[config.mk]
export PLATFORM = sky130hd
export DESIGN_NAME = event_writer
export DESIGN_NICKNAME = d
export VERILOG_FILES = /design/src/rtl/event_writer.sv
export SDC_FILE = /design/constraint.sdc
export NUM_CORES = 1
export LEC_CHECK = 0
export CAP_MARGIN = 0
export CELL_PAD_IN_SITES_DETAIL_PLACEMENT = 1
export CELL_PAD_IN_SITES_GLOBAL_PLACEMENT = 2
export CORE_ASPECT_RATIO = 1.25
export CORE_MARGIN = 1.5
export CORE_UTILIZATION = 45
export DETAILED_ROUTE_END_ITERATION = 10
export HOLD_SLACK_MARGIN = 0.03
export PLACE_DENSITY_LB_ADDON = 0.1
export SYNTH_ARGS = -nofsm -noshare
export SYNTH_HDL_FRONTEND = slang
export SYNTH_SLANG_ARGS = --single-unit
[constraint.sdc]
create_clock -name clk -period 4.5 [get_ports clk]
set_input_delay 1.125 -clock clk [delete_from_list [all_inputs] [get_ports clk]]
set_output_delay 1.125 -clock clk [all_outputs]
set_load 0.02 [all_outputs]
[src/rtl/event_writer.sv]
// event_writer: edge-triggered coincidence capture, writes N_CH 64-bit words per event to a FIFO.
// Optional EVENT_WRITER_ARM_EN adds arm_i to gate trigger acceptance in IDLE.
module event_writer #(
  parameter int N_CH      = 16,
  parameter int WINDOW    = 32,
  parameter int EVT_WIDTH = 24
) (
  input  logic            clk,
  input  logic            aresetn,
  input  logic [N_CH-1:0] hits_i,
  input  logic            full_i,
`ifdef EVENT_WRITER_ARM_EN
  input  logic            arm_i,
`endif
  output logic            wr_en_o,
  output logic [63:0]     din_o,
  output logic            busy_o,
  output logic [15:0]     lost_o
);
  localparam int IW = $clog2(N_CH);
  localparam int CW = $clog2(WINDOW);

  typedef enum logic [1:0] {S_IDLE, S_WIN, S_WRITE} state_t;

  state_t                 r_state;
  logic [N_CH-1:0]        r_hits_q, r_hit, r_multi;
  logic [31:0]            r_ts;
  logic [31:0]            r_ts_cap [N_CH];
  logic [CW-1:0]          r_cnt;
  logic [IW-1:0]          r_idx;
  logic [EVT_WIDTH-1:0]   r_evt;
  logic [15:0]            r_lost;
  logic [N_CH-1:0]        w_edge;
  logic                   w_wr, w_armed;

`ifdef EVENT_WRITER_ARM_EN
  assign w_armed = arm_i;
`else
  assign w_armed = 1'b1;
`endif

  assign w_edge  = hits_i & ~r_hits_q;
  assign w_wr    = r_state == S_WRITE;
  assign wr_en_o = w_wr & ~full_i;
  assign busy_o  = r_state != S_IDLE;
  assign lost_o  = r_lost;
  assign din_o   = w_wr ? {4'(r_idx), r_hit[r_idx], r_multi[r_idx], 2'b00, 24'(r_evt), r_ts_cap[r_idx]} : '0;

  always_ff @(posedge clk or negedge aresetn) begin
    if (!aresetn) begin
      r_state  <= S_IDLE;
      r_hits_q <= '0;
      r_hit    <= '0;
      r_multi  <= '0;
      r_ts     <= '0;
      r_cnt    <= '0;
      r_idx    <= '0;
      r_evt    <= '0;
      r_lost   <= '0;
      for (int i = 0; i < N_CH; i++) r_ts_cap[i] <= '0;
    end else begin
      r_hits_q <= hits_i;
      r_ts     <= r_ts + 32'd1;
      case (r_state)
        S_IDLE: if (|w_edge && w_armed) begin
          r_state <= S_WIN;
          r_cnt   <= CW'(WINDOW - 2);
          r_hit   <= w_edge;
          for (int i = 0; i < N_CH; i++) if (w_edge[i]) r_ts_cap[i] <= r_ts;
        end
        S_WIN: begin
          // repeat edges only flag multi; the first timestamp is kept
          for (int i = 0; i < N_CH; i++)
            if (w_edge[i]) begin
              if (r_hit[i]) r_multi[i] <= 1'b1;
              else begin
                r_hit[i]    <= 1'b1;
                r_ts_cap[i] <= r_ts;
              end
            end
          if (r_cnt == '0) begin
            r_state <= S_WRITE;
            r_idx   <= '0;
          end else r_cnt <= r_cnt - 1'b1;
        end
        S_WRITE: begin
          if (|w_edge && r_lost != 16'hFFFF) r_lost <= r_lost + 16'd1;
          if (wr_en_o) begin
            if (r_idx == IW'(N_CH - 1)) begin
              r_state <= S_IDLE;
              r_evt   <= r_evt + 1'b1;
              r_hit   <= '0;
              r_multi <= '0;
              for (int i = 0; i < N_CH; i++) r_ts_cap[i] <= '0;
            end else r_idx <= r_idx + 1'b1;
          end
        end
        default: r_state <= S_IDLE;
      endcase
    end
  end
endmodule

==> impl_metrics.toml, run 1 <==
[clock_tree]
cts_made_buffers = 69
clockBufferDepth = 3
path_clk_slew_ns = 0.06
clock_sinks = 643
cts_tree = "built"
htreeDepth = 3
ctsHoldBuffers = 0
insertion_delay_ns = 0.61
cts_root_buf = "clkbuf_16"

[global_routing]
grt_max_degree = 93
grtUsageMet1_pct = 33.17
grt_use_met2_pct = 47.45
grt_overflow = 0
grt_pass1_wl_mm = 132.9
antenna_found_initial = 0
grt_pass1_vias = 22340
grt_use_total_pct = 26.20
grt_use_met3_pct = 3.070
grt-busiest-layer = "met2"

[logic_synthesis]
syn_inst = 2588
synth_area_leaders = "dfrtp_1, mux4_2, nand2_1, o21ai_1, o21ai_0"
yosys.area.top_type = "dfrtp_1"
yosysTopAreaCellShare_pct = 56.03
avgSynthCellArea_um2 = 11.10
synth_area_um2 = 28720
yosysSeqAreaShare_pct = 56.03
ys_ff_latch = 643
ys.flop_type = "dfrtp_1"
synth_edf_count = 0
synth_cell_types = 53
synth-async-reset-ratio_pct = 100.0
ys_warn_count = 0

[floorplan]
die_y_um = 285.4
die_w_um = 228.9
std_cell_rows = 103
start_util_pct = 45.47
die_area_um2 = 65350
core_area_um2 = 63150
num_io_pins = 101

[min_path]
hp-class = "reg -> reg"
worstHoldStart = "r_evt[23]$_DFFE_PN0P_"
min_to = "r_evt[23]$_DFFE_PN0P_"
min_delay_path_depth = 1

[timing]
relSlewSlack_pct = 13.82
slew_viol_final = 0
fin_skew_ns = 0.02071
max_freq_ghz = 0.2282
tightest_slew_ns = 1.288
period_minus_slack_ns = 4.383
setup_viol = 0
final.setup.worst_slack_ns = 0.1172
final.setup.tns_ns = 0
fin_crit_sh_pct = 97.40
hold_viol_final = 0
rsz0062_at_grt = "false"

[pwr]
power_density_nw_per_um2 = 630.0
p_leak_uw = 0.01424
vdd_drop_max_mv = 0.4187

[setup_path]
path_max_fanout = 37
worst-setup-path-type = "reg -> out"
worstReg2RegStart = "r_state[0]$_DFFE_PN0P_"
r2r_end = "r_ts_cap[340]$_DFFE_PN0P_"
worstPathRequired_ns = 3.38
r2r_slack_ns = 1.36
endpoint_kind = "primary output"
start_kind = "flip-flop"
cp.arrival_ns = 3.26
crit_family = "multiplexers"
rr_worst_depth = 7
critical_path_buf_inv_count = 3
critical-path-max-stage-delay_ns = 0.56
cpMostUsedCell = "mux4_2"
worstPathCellList = "buf_12 -> buf_16 -> mux4_2 -> mux4_2 -> and2_1 -> clkdlybuf4s50_1"
slowest_stage = "clkdlybuf4s50_1"

[route]
routed_wl_mm = 82.71
ant_nets = 0
vias = 20140
viasPerCell = 5.714
dr.first_iter.drc_count = 1037
wl_per_cell_um = 23.47
drc_errors = 0
dr.pass1.iters = 5

[job]
cap_viol_max_count = 0

[place]
gp_routability_congestion = 0.7798
post-place-ws_ns = 0.4171
dp_hpwl_mm = 51.05
numPortBuffers = 98
dp.cells = 3396

[final_layout]
final_nets = 2660
finalNonFillerCells = 3524
drive_above_1_share_pct = 14.46
syn_to_final_growth_pct = 16.78
diodes = 0

[outcome]
outcome = "finished, final reports clean"
==> cell usage after synthesis (4+ instances only) <==
cell and count:
a21oi_1 39, a31oi_1 19, and2_1 65, and3_1 14
and4_1 4, buf_1 5, buf_2 49, buf_4 12
clkbuf_1 131, dfrtp_1 643, ha_1 9, inv_1 11
mux4_2 170, nand2_1 548, nand2b_1 50, nand3_1 24
nand4_1 21, nor2_1 69, nor2b_1 18, nor3_1 4
o21ai_0 223, o21ai_1 322, o21ai_2 16, o22a_1 16
xnor2_1 50, xor2_1 19
==> placed cells by master, fill, tap and decap left out, types with 3 or more instances in the layout <==
| master | Yosys | final |
|---|---|---|
| nor3_1 | 4 | 4 |
| bufinv_16 | 0 | 8 |
| dfrtp_4 | 0 | 3 |
| o211ai_1 | 3 | 3 |
| mux4_2 | 170 | 170 |
| a31oi_1 | 19 | 19 |
| clkbuf_1 | 131 | 9 |
| and3_1 | 14 | 14 |
| nor2b_1 | 18 | 18 |
| o22a_1 | 16 | 16 |
| and2_1 | 65 | 65 |
| nor2_1 | 69 | 69 |
| xnor2_1 | 50 | 50 |
| clkdlybuf4s50_1 | 0 | 96 |
| ha_1 | 9 | 8 |
| o21ai_0 | 223 | 223 |
| clkinv_2 | 0 | 12 |
| nand4_1 | 21 | 21 |
| dfrtp_1 | 643 | 639 |
| a21oi_1 | 39 | 39 |
| clkbuf_8 | 0 | 17 |
| nand2_1 | 548 | 548 |
| nand2b_1 | 50 | 50 |
| o21ai_4 | 0 | 16 |
| nand3_1 | 24 | 24 |
| or4_1 | 3 | 3 |
| xor2_1 | 19 | 19 |
| and4_1 | 4 | 4 |
| o21ai_1 | 322 | 322 |
| inv_1 | 11 | 11 |
| buf_12 | 0 | 37 |
| clkbuf_16 | 0 | 73 |
| buf_4 | 12 | 33 |
==> metrics by stage <==
step / hold slack (ns) / util [%] / instance area (µm²) / total power, µW
after global routing: 0.4836 / 53.10 / 33530 / 22110
final: 0.4707 / 53.10 / 33530 / 21130
after global placement: 0.4491 / 49.08 / 30990 / 14950
after CTS: 0.4734 / 53.10 / 33530 / 21400
after floorplan: 0.4336 / - / 28720 / 11380
after detailed placement: 0.4603 / 49.08 / 30990 / 15160
==> layer usage <==
| metal | wire length [µm] | vias to the layer above |
|---|---|---|
| met3 | 2637 | 119 |
| met4 | 1683 | 0 |
| met2 | 43790 | 331 |
| met1 | 34610 | 10530 |
| li1 | - | 9155 |
| met5 | 0 | - |
==> area by class of cell <==
type                            count  area [µm²]
Sequential cell                   643       16100
Multi-Input combinational cell   1735       11850
Inverter                           12       45.04
Timing Repair Buffer              171        2043
Tap cell                          840        1051
Clock inverter                     24       349.1
Fill cell                        6666       29610
Clock buffer                       99        2095
==> logic make-up after synthesis <==
| kind of cell | count (synthesis) | synth area share [%] |
|---|---|---|
| DFF | 643 | 56.03 |
| and+or+nand+nor | 833 | 12.86 |
| adders and majority gates | 9 | 0.3922 |
| muxes | 173 | 13.45 |
| other | 1 | 0.01306 |
| xor gates and xnor gates | 69 | 2.105 |
| buffers and inverters | 211 | 3.181 |
| AOI/OAI and AO/OA | 649 | 11.97 |
==> worst max path at each step <==
stage	end	cells after the start	startpoint	slack, ns
floorplan	din_o[59]	5	r_idx[1]$_DFFE_PN0P_	1.31
global placement	din_o[28]	5	r_idx[0]$_DFFE_PN0P_	0.44
detailed placement	din_o[21]	5	r_idx[0]$_DFFE_PN0P_	0.42
CTS	din_o[21]	6	r_idx[0]$_DFFE_PN0P_	0.06
global route	din_o[31]	6	r_idx[0]$_DFFE_PN0P_	0.02
finish	din_o[19]	6	r_idx[0]$_DFFE_PN0P_	0.12
==> repair_timing <==
| item | CTS | global route |
|---|---|---|
| endpoints found under the setup margin | 31 | 1 |
| gates resized for setup | 1 | 1 |
| pin swaps | 0 | 0 |
| setup buffers | 5 | 0 |
==> power breakdown <==
group	switching (µW)	total [µW]	internal, µW
clock network	2410	6110	3700
logic	5610	8070	2460
registers	542	6940	6400
total	8560	21100	12600
==> flip-flops by register name, summed over array words and instances (netlist names) <==
register and cells:
r_hit 16, r_multi 16, r_hits_q 16, r_ts 32, lost_o 16, r_ts_cap 512
r_idx 4, r_cnt 5, r_evt 24, r_state 2
Note: power is estimated with default switching activity, not from simulation.
==> inputs of run 2 (changes only) <==
- CORE_ASPECT_RATIO: 1.25 -> 1.2
==> impl_metrics.toml, run 2 (synthesis results as in run 1) <==
[route]
wl_per_cell_um = 23.34
drc_errors = 0
vias = 20310
viasPerCell = 5.804
routed_wl_mm = 81.69
ant_nets = 0
dr.first_iter.drc_count = 1026
dr.pass1.iters = 5

[timing]
slew_viol_final = 0
final.setup.tns_ns = 0
period_minus_slack_ns = 4.385
setup_viol = 0
fin_skew_ns = 0.01788
tightest_slew_ns = 1.005
rsz0062_at_grt = "false"
final.setup.worst_slack_ns = 0.1149
relSlewSlack_pct = 32.75
hold_viol_final = 0
max_freq_ghz = 0.2280
fin_crit_sh_pct = 97.45

[job]
cap_viol_max_count = 0

[outcome]
outcome = "finished, final reports clean"

[place]
dpl-instance-area_um2 = 30890
numPortBuffers = 98
gp_routability_congestion = 0.7671
dp_hpwl_mm = 49.34
post-place-ws_ns = 0.6333

[final_layout]
largest_register = "r_ts_cap"
drive_above_1_share_pct = 13.86
fillers = 6552
diodes = 0
layout_commonest_cell = "dfrtp_1"
syn_to_final_growth_pct = 15.80
final_nets = 2652
final_cell_mix = "dfrtp_1, nand2_1, o21ai_1, o21ai_0, mux4_2"
layout_top_registers = "r_ts_cap (512), r_ts (32), r_evt (24)"
fin_area_um2 = 33250
largest_reg_flops = 512

[floorplan]
die_area_um2 = 65340
die_y_um = 279.7
core_area_um2 = 63190
start_util_pct = 45.45
num_io_pins = 101
die_w_um = 233.6
std_cell_rows = 101

[setup_path]
start_kind = "flip-flop"
crit_path_start = "r_idx[0]$_DFFE_PN0P_"
slowest_stage = "clkdlybuf4s50_1"
worstPathRequired_ns = 3.38
r2r_end = "r_ts_cap[261]$_DFFE_PN0P_"
critical_path_buf_inv_count = 2
cpMostUsedCell = "mux4_2"
cp.arrival_ns = 3.26
endpoint_kind = "primary output"
r2r_slack_ns = 1.28
rr_worst_depth = 10
worst-setup-path-type = "reg -> out"
path_max_fanout = 44
cp.depth = 5
worstReg2RegStart = "r_idx[1]$_DFFE_PN0P_"
crit_family = "multiplexers"
worstPathCellList = "buf_16 -> mux4_2 -> mux4_2 -> and2_1 -> clkdlybuf4s50_1"
crit_end = "din_o[31]"
critical-path-max-stage-delay_ns = 0.56

[clock_tree]
ctsHoldBuffers = 0
htreeDepth = 3
clockBufferDepth = 3
cts_made_buffers = 70
clock_sinks = 643
cts_tree = "built"
cts_root_buf = "clkbuf_16"
insertion_delay_ns = 0.61
path_clk_slew_ns = 0.06

[global_routing]
grt_pass1_vias = 22590
grt_use_total_pct = 26.17
grt_pass1_wl_mm = 131.5
grt_max_degree = 101
grt_overflow = 0
antenna_found_initial = 0

[pwr]
power_frac_clock_pct = 28.3
vdd_drop_max_mv = 0.5770
power_density_nw_per_um2 = 623.5
internal_power_uw = 12240
p_leak_uw = 0.01410
combPwrFrac_pct = 38.5
power.switching_uw = 8488
p_seq_share_pct = 33.3
switching_share_pct = 40.94

[min_path]
hp-class = "reg -> reg"
[run 2: cell types whose count changed in the layout (fill, tap and decap cells not counted), moves of 2 or more]
cell       before  now
buf_12         37   31
buf_4          33   31
bufinv_16       8    3
clkbuf_1        9   18
clkbuf_8       17   19
clkinv_2       12    7
[run 2: power by group through the flow]
| stage | registers [µW] | logic (µW) | clock network [µW] |
|---|---|---|---|
| 2_1_floorplan | 6790 | 4600 | 0 |
| 3_3_place_gp | 6970 | 7870 | 0 |
| 3_5_place_dp | 7000 | 8070 | 0 |
| 4_1_cts | 6900 | 8100 | 5990 |
| 5_1_grt | 6960 | 8540 | 6200 |
| 6_report | 6900 | 7970 | 5860 |
[run 2: worst min path at each step]
stage | start | end | cells past startpoint
global route | r_evt[19]$_DFFE_PN0P_ | r_evt[19]$_DFFE_PN0P_ | 1
floorplan | r_evt[23]$_DFFE_PN0P_ | r_evt[23]$_DFFE_PN0P_ | 1
CTS | r_evt[23]$_DFFE_PN0P_ | r_evt[23]$_DFFE_PN0P_ | 1
global placement | r_evt[23]$_DFFE_PN0P_ | r_evt[23]$_DFFE_PN0P_ | 1
finish | r_evt[23]$_DFFE_PN0P_ | r_evt[23]$_DFFE_PN0P_ | 1
detailed placement | r_evt[23]$_DFFE_PN0P_ | r_evt[23]$_DFFE_PN0P_ | 1
[run 2: through the flow]
step	std cells	utilization [%]	total power, µW	hold WS [ns]
finish	3500	52.62	20730	0.4761
detailed placement	3375	48.88	15070	0.4588
global route	3500	52.62	21710	0.4938
CTS	3500	52.61	20990	0.4761
global placement	3375	48.88	14840	0.4514
floorplan	2589	-	11380	0.4336
[run 2: timing repair]
action	in CTS	in global routing
setup endpoints to repair	4	2
gates resized for setup	0	2
buffers inserted	1	0
[run 2: metal layers]
| metal | track usage [%] | share of wire (%) | up-vias |
|---|---|---|---|
| met3 | 3.145 | 3.2 | 113 |
| met1 | 34.10 | 43 | 10750 |
| met2 | 45.71 | 51 | 331 |
| met5 | 0 | 0 | - |
| li1 | - | - | 9124 |
| met4 | 7.807 | 2.2 | 0 |
[run 2: worst register-to-register path, cell delays in order (launching register included)]
cell,delay (ns)
dfrtp_4,0.68
buf_12,0.30
ha_1,0.28
and3b_1,0.24
a21boi_1,0.13
nor2_4,0.12
buf_4,0.43
o21ai_4,0.39
buf_12,0.33
nand2_1,0.08
o21ai_0,0.09
[run 2: final cells by class]
cell class	count	area, µm²	share of cell area (%)
multi-input cells	1735	11850	35.63
inverters	12	45.04	0.1355
clock inverters	13	158.9	0.4779
clock buffers	111	2181	6.559
flip-flops and latches	643	16100	48.43
well taps	824	1031	3.101
repair buffers	162	1884	5.667
